File: config.mk
export PLATFORM = sky130hd
export DESIGN_NAME = dense_output_streamer_flat
export DESIGN_NICKNAME = d
export VERILOG_FILES = /design/src/rtl/dense_output_streamer_pkg.sv /design/src/rtl/dense_output_streamer_if.sv /design/src/rtl/dense_stream_fifo.sv /design/src/rtl/dense_output_streamer.sv /design/src/flat_wrapper.sv
export SDC_FILE = /design/constraint.sdc
export NUM_CORES = 1
export LEC_CHECK = 0
export BUFFER_PORTS_ARGS = -buffer_cell sky130_fd_sc_hd__buf_2
export CORE_ASPECT_RATIO = 1.5
export CORE_MARGIN = 5
export CORE_UTILIZATION = 59
export CTS_CLUSTER_DIAMETER = 60
export DETAILED_ROUTE_END_ITERATION = 8
export PLACE_DENSITY = 0.8
export SYNTH_ARGS = -nofsm -noshare
export SYNTH_HDL_FRONTEND = slang
export SYNTH_SLANG_ARGS = --single-unit
File: constraint.sdc
create_clock -name clk -period 3.5 [get_ports clk]
set_clock_uncertainty 0.1 [all_clocks]
set_input_delay 0.525 -clock clk [delete_from_list [all_inputs] [get_ports clk]]
set_output_delay 0.525 -clock clk [all_outputs]
set_load 0.1 [all_outputs]
File: src/rtl/dense_output_streamer_pkg.sv
// Shared constants and types for the dense-layer readback stream.
// The dense layer and relu blocks use the same Q-format and neuron count.
package dense_output_streamer_pkg;

  localparam int unsigned NEURON         = 100;
  localparam int unsigned INTEGER_WIDTH  = 10;
  localparam int unsigned FRACTION_WIDTH = 10;
  localparam int unsigned DATA_W         = INTEGER_WIDTH + FRACTION_WIDTH;
  localparam int unsigned ADDR_W         = 7;
  localparam int unsigned READ_LATENCY   = 2;
  localparam int unsigned FIFO_DEPTH     = 4;

  // Most-negative signed Q value, used to seed the running argmax
  localparam logic [DATA_W-1:0] Q_MOST_NEG = {1'b1, {(DATA_W-1){1'b0}}};

  typedef enum logic [1:0] {
    ST_IDLE  = 2'd0,
    ST_RUN   = 2'd1,
    ST_DRAIN = 2'd2,
    ST_DONE  = 2'd3
  } state_t;

  typedef struct packed {
    logic [DATA_W-1:0] data;
    logic [ADDR_W-1:0] index;
    logic              last;
  } stream_beat_t;

  localparam int unsigned BEAT_W = $bits(stream_beat_t);

endpackage

File: src/rtl/dense_output_streamer_if.sv
// Valid/ready neuron stream; the streamer is the master.
interface dense_output_streamer_if;
  import dense_output_streamer_pkg::*;

  logic              m_valid;
  logic              m_ready;
  logic [DATA_W-1:0] m_data;
  logic [ADDR_W-1:0] m_index;
  logic              m_last;

  modport master (output m_valid, m_data, m_index, m_last, input m_ready);
  modport slave  (input m_valid, m_data, m_index, m_last, output m_ready);

endinterface

File: src/rtl/dense_stream_fifo.sv
// Synchronous FIFO with a registered head; DEPTH must be a power of two.
module dense_stream_fifo #(
  parameter int unsigned WIDTH = 8,
  parameter int unsigned DEPTH = 4
) (
  input  logic             clk,
  input  logic             reset,
  input  logic             clear,
  input  logic             push,
  input  logic [WIDTH-1:0] din,
  input  logic             pop,
  output logic             full,
  output logic             empty,
  output logic             head_valid,
  output logic [WIDTH-1:0] head
);

  localparam int unsigned PTR_W = (DEPTH > 1) ? $clog2(DEPTH) : 1;
  localparam int unsigned CNT_W = $clog2(DEPTH + 1);

  logic [WIDTH-1:0] mem_q [DEPTH];
  logic [PTR_W-1:0] wr_q, rd_q;
  logic [CNT_W-1:0] count_q, count_nxt;
  logic             do_push, do_pop;

  assign empty   = ~head_valid;
  assign do_push = push & ~full;
  assign do_pop  = pop & head_valid;

  always_comb begin
    count_nxt = count_q + CNT_W'(do_push) - CNT_W'(do_pop);
  end

  always_ff @(posedge clk) begin
    if (do_push) mem_q[wr_q] <= din;
  end

  // Head register always mirrors the oldest entry so the output is flop-driven
  always_ff @(posedge clk or negedge reset) begin
    if (!reset) begin
      wr_q       <= '0;
      rd_q       <= '0;
      count_q    <= '0;
      full       <= 1'b0;
      head_valid <= 1'b0;
      head       <= '0;
    end else if (clear) begin
      wr_q       <= '0;
      rd_q       <= '0;
      count_q    <= '0;
      full       <= 1'b0;
      head_valid <= 1'b0;
      head       <= '0;
    end else begin
      if (do_push) wr_q <= wr_q + PTR_W'(1);
      if (do_pop)  rd_q <= rd_q + PTR_W'(1);
      count_q <= count_nxt;
      full    <= (count_nxt == CNT_W'(DEPTH));
      if (!head_valid || do_pop) begin
        if (do_pop && (count_q > CNT_W'(1))) begin
          head       <= mem_q[rd_q + PTR_W'(1)];
          head_valid <= 1'b1;
        end else if (do_push) begin
          head       <= din;
          head_valid <= 1'b1;
        end else begin
          head       <= '0;
          head_valid <= 1'b0;
        end
      end
    end
  end

endmodule

File: src/rtl/dense_output_streamer.sv
// Reads the dense layer's result BRAM in index order and streams it out,
// hiding read latency with credit-limited issue and tracking a signed argmax.
module dense_output_streamer
  import dense_output_streamer_pkg::*;
#(
  parameter int unsigned read_latency = READ_LATENCY,
  parameter int unsigned fifo_depth   = FIFO_DEPTH
) (
  input  logic                    clk,
  input  logic                    reset,
  input  logic                    layer_done,
  output logic [ADDR_W-1:0]       dense_output_address,
  output logic                    dense_output_enable,
  input  logic [DATA_W-1:0]       dense_output_data,
  dense_output_streamer_if.master m,
  output logic [ADDR_W-1:0]       argmax_index,
  output logic [DATA_W-1:0]       argmax_value,
  output logic                    done
);

  localparam int unsigned CRED_W  = $clog2(fifo_depth + 1);
  localparam int unsigned ISSUE_W = ADDR_W + 1;
  localparam int unsigned TAG_OUT = read_latency - 1;

  typedef struct packed {
    logic              vld;
    logic [ADDR_W-1:0] idx;
  } tag_t;

  state_t             state_q, state_nxt;
  logic [ISSUE_W-1:0] issue_idx_q;
  logic [CRED_W-1:0]  credits_q;
  tag_t               tag_q [read_latency];
  logic               issue, flush, pop;
  logic               fifo_push, fifo_full, fifo_empty, head_valid;
  logic [BEAT_W-1:0]  fifo_head;
  stream_beat_t       push_beat, head_beat;

  assign pop       = m.m_ready & ~fifo_empty;
  assign head_beat = stream_beat_t'(fifo_head);
  assign m.m_valid = head_valid;
  assign m.m_data  = head_beat.data;
  assign m.m_index = head_beat.index;
  assign m.m_last  = head_beat.last;

  // Next state plus the issue decision for the following cycle
  always_comb begin
    state_nxt = state_q;
    case (state_q)
      ST_IDLE:  if (layer_done) state_nxt = ST_RUN;
      ST_RUN:   if (!layer_done) state_nxt = ST_IDLE;
                else if (issue_idx_q == ISSUE_W'(NEURON)) state_nxt = ST_DRAIN;
      ST_DRAIN: if (!layer_done) state_nxt = ST_IDLE;
                else if (pop && head_beat.last) state_nxt = ST_DONE;
      ST_DONE:  if (!layer_done) state_nxt = ST_IDLE;
      default:  state_nxt = ST_IDLE;
    endcase
    flush = (state_nxt == ST_IDLE);
    // A same-cycle pop frees a slot, keeping one issue per cycle at full rate
    issue = (state_nxt == ST_RUN) && (issue_idx_q < ISSUE_W'(NEURON)) &&
            ((credits_q != '0) || pop);
  end

  always_comb begin
    push_beat.data  = dense_output_data;
    push_beat.index = tag_q[TAG_OUT].idx;
    push_beat.last  = (tag_q[TAG_OUT].idx == ADDR_W'(NEURON - 1));
    fifo_push       = tag_q[TAG_OUT].vld & ~flush;
  end

  always_ff @(posedge clk or negedge reset) begin
    if (!reset) state_q <= ST_IDLE;
    else        state_q <= state_nxt;
  end

  // Issue counter, credits, read port and tag pipe aligned to BRAM latency
  always_ff @(posedge clk or negedge reset) begin
    if (!reset) begin
      issue_idx_q          <= '0;
      credits_q            <= CRED_W'(fifo_depth);
      dense_output_enable  <= 1'b0;
      dense_output_address <= '0;
      for (int unsigned i = 0; i < read_latency; i++) tag_q[i] <= '0;
    end else if (flush) begin
      issue_idx_q         <= '0;
      credits_q           <= CRED_W'(fifo_depth);
      dense_output_enable <= 1'b0;
      for (int unsigned i = 0; i < read_latency; i++) tag_q[i] <= '0;
    end else begin
      dense_output_enable <= issue;
      if (issue) begin
        dense_output_address <= issue_idx_q[ADDR_W-1:0];
        issue_idx_q          <= issue_idx_q + ISSUE_W'(1);
      end
      credits_q <= credits_q - CRED_W'(issue) + CRED_W'(pop);
      tag_q[0].vld <= dense_output_enable;
      tag_q[0].idx <= dense_output_address;
      for (int unsigned i = 1; i < read_latency; i++) tag_q[i] <= tag_q[i-1];
    end
  end

  // Strict greater-than keeps the lower index on ties
  always_ff @(posedge clk or negedge reset) begin
    if (!reset) begin
      argmax_index <= '0;
      argmax_value <= '0;
      done         <= 1'b0;
    end else begin
      done <= (state_nxt == ST_DONE);
      if ((state_q == ST_IDLE) && (state_nxt == ST_RUN)) begin
        argmax_index <= '0;
        argmax_value <= Q_MOST_NEG;
      end else if (fifo_push && !fifo_full &&
                   ($signed(dense_output_data) > $signed(argmax_value))) begin
        argmax_index <= tag_q[TAG_OUT].idx;
        argmax_value <= dense_output_data;
      end
    end
  end

  dense_stream_fifo #(
    .WIDTH (BEAT_W),
    .DEPTH (fifo_depth)
  ) u_fifo (
    .clk        (clk),
    .reset      (reset),
    .clear      (flush),
    .push       (fifo_push),
    .din        (push_beat),
    .pop        (pop),
    .full       (fifo_full),
    .empty      (fifo_empty),
    .head_valid (head_valid),
    .head       (fifo_head)
  );

endmodule

File: src/flat_wrapper.sv
// flat-port wrapper written by rule: the top's interface ports become plain ports
module dense_output_streamer_flat import dense_output_streamer_pkg::*;
#(
  parameter int unsigned read_latency = READ_LATENCY,
  parameter int unsigned fifo_depth   = FIFO_DEPTH
)
  (clk, reset, layer_done, dense_output_address, dense_output_enable, dense_output_data, argmax_index, argmax_value, done, m_m_valid, m_m_data, m_m_index, m_m_last, m_m_ready);
  dense_output_streamer_if m_i ();
  input  logic clk;
  input  logic reset;
  input  logic layer_done;
  output logic [ADDR_W-1:0] dense_output_address;
  output logic dense_output_enable;
  input  logic [DATA_W-1:0] dense_output_data;
  output logic [ADDR_W-1:0] argmax_index;
  output logic [DATA_W-1:0] argmax_value;
  output logic done;
  output wire logic [$bits(m_i.m_valid)-1:0] m_m_valid;
  output wire logic [$bits(m_i.m_data)-1:0] m_m_data;
  output wire logic [$bits(m_i.m_index)-1:0] m_m_index;
  output wire logic [$bits(m_i.m_last)-1:0] m_m_last;
  input wire logic [$bits(m_i.m_ready)-1:0] m_m_ready;
  assign m_m_valid = m_i.m_valid;
  assign m_m_data = m_i.m_data;
  assign m_m_index = m_i.m_index;
  assign m_m_last = m_i.m_last;
  assign m_i.m_ready = m_m_ready;
  dense_output_streamer #(.read_latency(read_latency), .fifo_depth(fifo_depth)) u_core (.clk(clk), .reset(reset), .layer_done(layer_done), .dense_output_address(dense_output_address), .dense_output_enable(dense_output_enable), .dense_output_data(dense_output_data), .m(m_i), .argmax_index(argmax_index), .argmax_value(argmax_value), .done(done));
endmodule
=== Word level (Yosys, flattened, before mapping) ===
Memory sizes are Yosys's and may differ from the RTL's.
Index checks and enable logic that the tools add are counted.
W data, S select, Z words.

* Register bits: 102
* Latch bits: 0
* Bits in writable memories: 112
* Memory bits (read-only): 0
* Input bits: 24
* Output and inout port bits: 65
* Word-level logic and storage cells: 94
* Memories: 1

{| class="wikitable"
|+ Memories
! name !! words !! bits a word !! read ports !! clocked after memory_dff !! write ports !! line !! text
|-
| u_core.u_fifo.mem_q || 4 || 28 || 1 || 0 || 1 || dense_stream_fifo.sv:21 || <nowiki>logic [WIDTH-1:0] mem_q [DEPTH];</nowiki>
|}

* Add/sub/neg operators: 7
* Multipliers: 0
* Divide/modulo/power cells: 0
* Order comparisons: 3
* Eq/ne operators: 8
* Shifts and indexed selects: 0
* Muxes and demuxes: 31
* Bitwise logic cells: 6
* Reduce and logical (&&, ||, !) cells: 20

{| class="wikitable"
|+ Operator list
! cell !! count
|-
| $mux W28 || 4
|-
| $mux W20 || 2
|-
| $gt A20 B20 Y1 || 1
|-
| $mux W2 || 10
|-
| $mux W16 || 1
|-
| $mux W8 || 2
|-
| $mux W7 || 2
|-
| $reduce_bool A2 Y1 || 5
|-
| $add A8 B1 Y8 const B || 1
|-
| $eq A8 B7 Y1 const B || 1
|-
| $lt A8 B7 Y1 const B || 1
|-
| $pmux W2 S4 || 1
|-
| $eq A7 B7 Y1 const B || 1
|-
| $logic_and A1 B1 Y1 || 7
|-
| $mux W1 || 7
|-
| $add A3 B1 Y3 || 2
|-
| $eq A2 B2 Y1 const B || 3
|-
| $mux W3 || 2
|-
| $sub A3 B1 Y3 || 2
|-
| $add A2 B1 Y2 const B || 2
|-
| $and A1 B1 Y1 || 4
|-
| $eq A2 B1 Y1 const B || 2
|-
| $logic_not A2 Y1 || 2
|-
| $eq A3 B3 Y1 const B || 1
|-
| other kinds (6) || 9
|}

=== Longest topological paths before layout ===
* Word-level depth: 13
* Mapped depth: 14
* Gate-level depth less buffers: 12

=== Modules after synthesis ===
From an unflattened synthesis, not the netlist that was laid out.

* Cells, all modules: 562
* Area, all modules: 8922.3 um2

{| class="wikitable"
|+ Modules (own cells, without submodules)
! module !! times used !! cells each !! area an instance (um2) !! seq. area each (um2)
|-
| dense_stream_fifo || 1 || 297 || 5805.6 || 4289.1
|-
| dense_output_streamer || 1 || 265 || 3116.7 || 1627.8
|}

=== Worst setup path after synthesis ===
No wires, ideal clock.

* Path type: register -> register
* Start point: reg u_core.u_fifo.head_valid
* End point: reg u_core.credits_q[2]
* Setup time: 86 ps
* Arrival: 3288 ps
* Data required time: 3314 ps
* Slack: 26 ps
* Stages on the path, launching flop included: 15
* Path buffers: 2
* Clock period less this slack: 3474 ps
* Path through: dfrtp_1 > nand2_1 > inv_1 > nor4_1 > or4_1 > clkbuf_1 > inv_1 > buf_2 > ha_1 > inv_1 > ha_1 > inv_1 > fa_1 > xnor2_1 > nand2_1

* Longest elaborated chain between the ends: 11
* Elaborated cells between the ends (all ways): 13
* Classes of those cells: add/sub: 2; eq/ne: 1; mux: 4; bitwise: 1; reduce/logical: 5

{| class="wikitable"
|+ Ends and longest elaborated chain
! what !! line !! text
|-
| from (decl) || dense_stream_fifo.sv:14 || <nowiki>output logic head_valid,</nowiki>
|-
| from (signal assigned) || dense_stream_fifo.sv:45 || <nowiki>head_valid <= 1'b0;</nowiki>
|-
| from (signal assigned) || dense_stream_fifo.sv:52 || <nowiki>head_valid <= 1'b0;</nowiki>
|-
| from (signal assigned) || dense_stream_fifo.sv:62 || <nowiki>head_valid <= 1'b1;</nowiki>
|-
| $and A1 B1 Y1 (*) || dense_output_streamer.sv:39 || <nowiki>assign pop = m.m_ready & ~fifo_empty;</nowiki>
|-
| $logic_and A1 B1 Y1 || dense_output_streamer.sv:54 || <nowiki>else if (pop && head_beat.last) state_nxt = ST_DONE;</nowiki>
|-
| $mux W2 || dense_output_streamer.sv:54 ||
|-
| $mux W2 || dense_output_streamer.sv:53 || <nowiki>ST_DRAIN: if (!layer_done) state_nxt = ST_IDLE;</nowiki>
|-
| $pmux W2 S4 || dense_output_streamer.sv:49 || <nowiki>case (state_q)</nowiki>
|-
| $eq A2 B1 Y1 || dense_output_streamer.sv:60 || <nowiki>issue = (state_nxt == ST_RUN) && (issue_idx_q < ISSUE_W'(NEURON)) &&</nowiki>
|-
| $logic_and A1 B1 Y1 (2 in a row) || dense_output_streamer.sv:60 ||
|-
| $sub A3 B1 Y3 || dense_output_streamer.sv:95 || <nowiki>credits_q <= credits_q - CRED_W'(issue) + CRED_W'(pop);</nowiki>
|-
| $add A3 B1 Y3 || dense_output_streamer.sv:95 ||
|-
| $mux W3 (*) || dense_output_streamer.sv:84 || <nowiki>end else if (flush) begin</nowiki>
|-
| to (signal assigned) || dense_output_streamer.sv:80 || <nowiki>credits_q <= CRED_W'(fifo_depth);</nowiki>
|-
| to (signal assigned) || dense_output_streamer.sv:86 || <nowiki>credits_q <= CRED_W'(fifo_depth);</nowiki>
|-
| to (signal assigned) || dense_output_streamer.sv:95 ||
|-
| to (decl) || dense_output_streamer.sv:32 || <nowiki>logic [CRED_W-1:0] credits_q;</nowiki>
|}

Mark *: on every way between the ends. The rest lies on a longest branch, timed or not.
A chain may end at the register's enable or synchronous reset.

=== Final worst setup path ===
* Start point: reg u_core.argmax_value[19]
* End point: reg u_core.argmax_value[2]

* Longest elaborated chain between the ends: 3

{| class="wikitable"
|+ Ends and longest elaborated chain
! what !! line !! text
|-
| from (decl) || dense_output_streamer.sv:17 || <nowiki>output logic [DATA_W-1:0] argmax_value,</nowiki>
|-
| from (signal assigned) || dense_output_streamer.sv:116 || <nowiki>argmax_value <= dense_output_data;</nowiki>
|-
| $gt A20 B20 Y1 || dense_output_streamer.sv:114 || <nowiki>($signed(dense_output_data) > $signed(argmax_value))) begin</nowiki>
|-
| $logic_and A1 B1 Y1 || dense_output_streamer.sv:113 || <nowiki>end else if (fifo_push && !fifo_full &&</nowiki>
|-
| $reduce_bool A2 Y1 (no source line) || n/a ||
|}

Every way passes these cells.

==> reports/qor.yml <==
run_status:
  outcome: "complete, no violations"
clock_network:
  cts_root_buf: "clkbuf_16"
  cts_buffers: 19
  clock_path_buffers: 3
  clk_latency_ns: 0.48
  post-cts-setup-buffers: 0
  clk_pin_slew_worst_paths_ns: 0.07
  cts_num_sinks: 214
  cts_resized: 0
  cts_hold_buf: 0
  cts_tree: "done"
  htreeDepth: 1
power:
  p_per_area_mw_per_mm2: 535
  switching_share: 0.279
  power.switching_mw: 1.57
  vdd_drop_max_v: 0.000572
  p_comb_frac: 0.149
  seqPwrFrac: 0.504
  leakage_nw: 4.30
  p_int_mw: 4.06
  clkPwrFrac: 0.347
route:
  via_per_inst: 6.21
  drc: 0
  dr.pass1.iters: 5
  initialDrtViolationCount: 522
  antenna_left: 0
  drt_wl_total_mm: 20.5
  num_vias: 6023
  wl_per_cell_um: 21.2
final_layout:
  area_growth_pct: 14.9
  drive_gt1_frac: 0.236
  n_antenna_cell: 0
  final_nets: 816
  post-route-util: 0.692
placed_design:
  port_buffers: 88
  dp_hpwl_mm: 13.8
  place_congestion: 0.852
floorplan:
  dieArea_mm2: 0.0182
  die_w_um: 112
  core-area_mm2: 0.0152
  die_h_um: 163
  rows: 55
  initial_utilization: 0.602
  io-pin-count: 89
flow_run:
  maxCapViolations: 0
synthesis:
  synth.top_cell.area_share: 0.367
  synthArstFlopShare: 0.477
  ys_seq_area_frac: 0.646
  avgSynthCellArea_um2: 13.8
  synth_top_area_cell: "edfxtp_1"
  synthCells: 662
  netlist_area_mm2: 0.00916
  ys_ff_latch: 214
  synth_ff_type: "edfxtp_1"
  ys_warn_count: 0
  synthTopCellsByArea: "edfxtp_1 37%, dfrtp_1 28%, mux4_2 6.9%, ha_1 4.2%, nand2_1 2.4%"
  synth-edff-count: 112
  synth_fp_nets: 719
  synth.distinct_cells: 51
critical_path:
  crit_required_ns: 3.80
  start_kind: "flop"
  r2r_slack_ns: 0.40
  r2r_cells: 8
  r2r-start: "u_core.argmax_value[19]$_DFFE_PN0P_"
  crit_type: "reg -> reg"
  crit_path_end_kind: "flop"
  r2r-end: "u_core.argmax_value[2]$_DFFE_PN0P_"
  worstPathMaxFanout: 27
  worstPathArrival_ns: 3.40
grt:
  grt_overflow: 0
  grt_max_degree: 60
  grt_use_total: 0.232
  antenna_found_initial: 0
  grt_pass1_wl_mm: 33.6
  grt_pass1_vias: 6372
timing:
  drv_slew: 0
  rsz0062_at_grt: "false"
  hold_violations: 0
  tightestPinTransition_ns: 0.985
  setup-violations-final: 0
  fmax_mhz: 323
  min_period_over_period: 0.886
  slew-limit-headroom: 0.343
  totalNegativeSetupSlack_ns: 0
  min_period_ns: 3.10
worst_hold_path:
  hold_class: "in -> async"
## per-stage QoR
stage / cells / hold WS (ns) / total power, mW / area (um^2) / setup slack (ns)
2_1_floorplan: 662 / 0.129 / 3.48 / 9160 / 0.0259
3_3_place_gp: 937 / 0.340 / 3.69 / 9940 / 0.384
3_5_place_dp: 937 / 0.340 / 3.73 / 9940 / 0.238
4_1_cts: 970 / 0.0519 / 5.68 / 10500 / 0.426
5_1_grt: 970 / 0.0778 / 5.88 / 10500 / 0.150
6_report: 970 / 0.0191 / 5.64 / 10500 / 0.400
## sequential cells by signal (all words and copies together), names as in the netlist
| signal | cells |
|---|---|
| u_core.credits_q | 3 |
| u_core.dense_output_enable | 1 |
| u_core.argmax_value | 20 |
| u_core.u_fifo.head | 28 |
| u_core.issue_idx_q | 8 |
| u_core.push_beat | 7 |
| u_core.u_fifo.mem_q | 112 |
| u_core.argmax_index | 7 |
| u_core.u_fifo.head_valid | 1 |
| u_core.done | 1 |
| u_core.tag_q | 9 |
| u_core.u_fifo.count_q | 3 |
| u_core.u_fifo.rd_q | 2 |
| u_core.dense_output_address | 7 |
| u_core.state_q | 2 |
| u_core.u_fifo.wr_q | 2 |
| u_core.u_fifo.full | 1 |
## layer usage
layer / share of wire / global-route usage / vias to the layer above
met4: 0.030 / 0.0858 / 0
li1: - / - / 2672
met5: 0 / 0 / -
met3: 0.073 / 0.0342 / 54
met2: 0.54 / 0.412 / 280
met1: 0.36 / 0.288 / 3017
## power groups by stage
stage	Clock (mW)	Sequential [mW]	Combinational, mW
finish	1.95	2.84	0.840
global route	2.12	2.85	0.910
CTS	2.00	2.84	0.843
detailed placement	0	2.89	0.838
global placement	0	2.88	0.804
floorplan	0	3.14	0.338
## how the worst max path moves through the flow
stage	startpoint	endpoint	slack, ns	depth (start not counted)
5_1_grt	u_core.argmax_value[19]$_DFFE_PN0P_	u_core.argmax_value[2]$_DFFE_PN0P_	0.15	8
4_1_cts	u_core.argmax_value[19]$_DFFE_PN0P_	u_core.argmax_value[12]$_DFFE_PN0P_	0.43	8
2_1_floorplan	u_core.u_fifo.head_valid$_DFFE_PN0P_	u_core.credits_q[2]$_DFF_PN1_	0.03	14
3_3_place_gp	dense_output_data[19]	u_core.argmax_index[0]$_DFFE_PN0P_	0.38	8
3_5_place_dp	dense_output_data[19]	u_core.argmax_value[2]$_DFFE_PN0P_	0.24	8
6_report	u_core.argmax_value[19]$_DFFE_PN0P_	u_core.argmax_value[2]$_DFFE_PN0P_	0.40	8
## kinds of logic (layout without fill, tap and decap cells)
kind of cell	count (synthesis)	count (layout)	share of synthesized area
AO/OA/AOI/OAI	147	147	0.103
buffers and inverters	77	186	0.0348
XOR/XNOR	8	8	0.00765
flip-flops	214	214	0.646
multiplexers	28	28	0.0689
AND/OR/NAND/NOR	155	155	0.0929
adder cells (fa/ha/maj)	33	33	0.0467
## critical path, cell delays in order (launching register included)
cell      delay (ns)
dfrtp_1         0.39
inv_1           0.06
ha_1            0.39
nand4_2         0.21
nor2_1          0.09
a221oi_1        0.50
a31o_1          0.87
nand4_1         0.23
a21oi_1         0.18
## cells in the mapped netlist (2+ instances only)
library cell and number:
a31oi_1 2, xor2_1 3, buf_6 2, o31ai_1 26, or4_1 2, a21oi_1 35
buf_1 2, xnor2_1 5, edfxtp_1 112, nor2b_1 8, fa_1 2, a21o_1 5
o21a_1 2, clkbuf_1 24, nand2_1 59, buf_2 11, a22oi_1 28, inv_1 37
and3_1 5, mux4_2 28, nand4_1 29, and2_1 26, nor2_1 9, ha_1 31
and4_1 2, nand3_1 3, o21ai_0 37, dfrtp_1 101, o21ai_1 2, nor4_1 2
nor4_4 2
## final cells by class
type,count,area (um^2)
inverters,37,139
flip-flops and latches,214,5920
clock buffers,22,497
multi-input cells,371,2940
clock inverters,11,85.1
fillers,1060,4680
repair buffers,116,703
well taps,199,249
## cell usage in the layout (no fill, tap or decap), drive strengths merged, types with 8 or more instances in the layout
master	count
a21oi	35
inv	37
edfxtp	112
o21ai	39
ha	31
and2	26
a22oi	28
o31ai	26
mux4	28
nor2	9
nor2b	8
clkbuf	22
buf	116
nand2	59
nand4	30
dfrtp	101
clkinv	8
No activity file was read; power rests on OpenSTA's default activity.
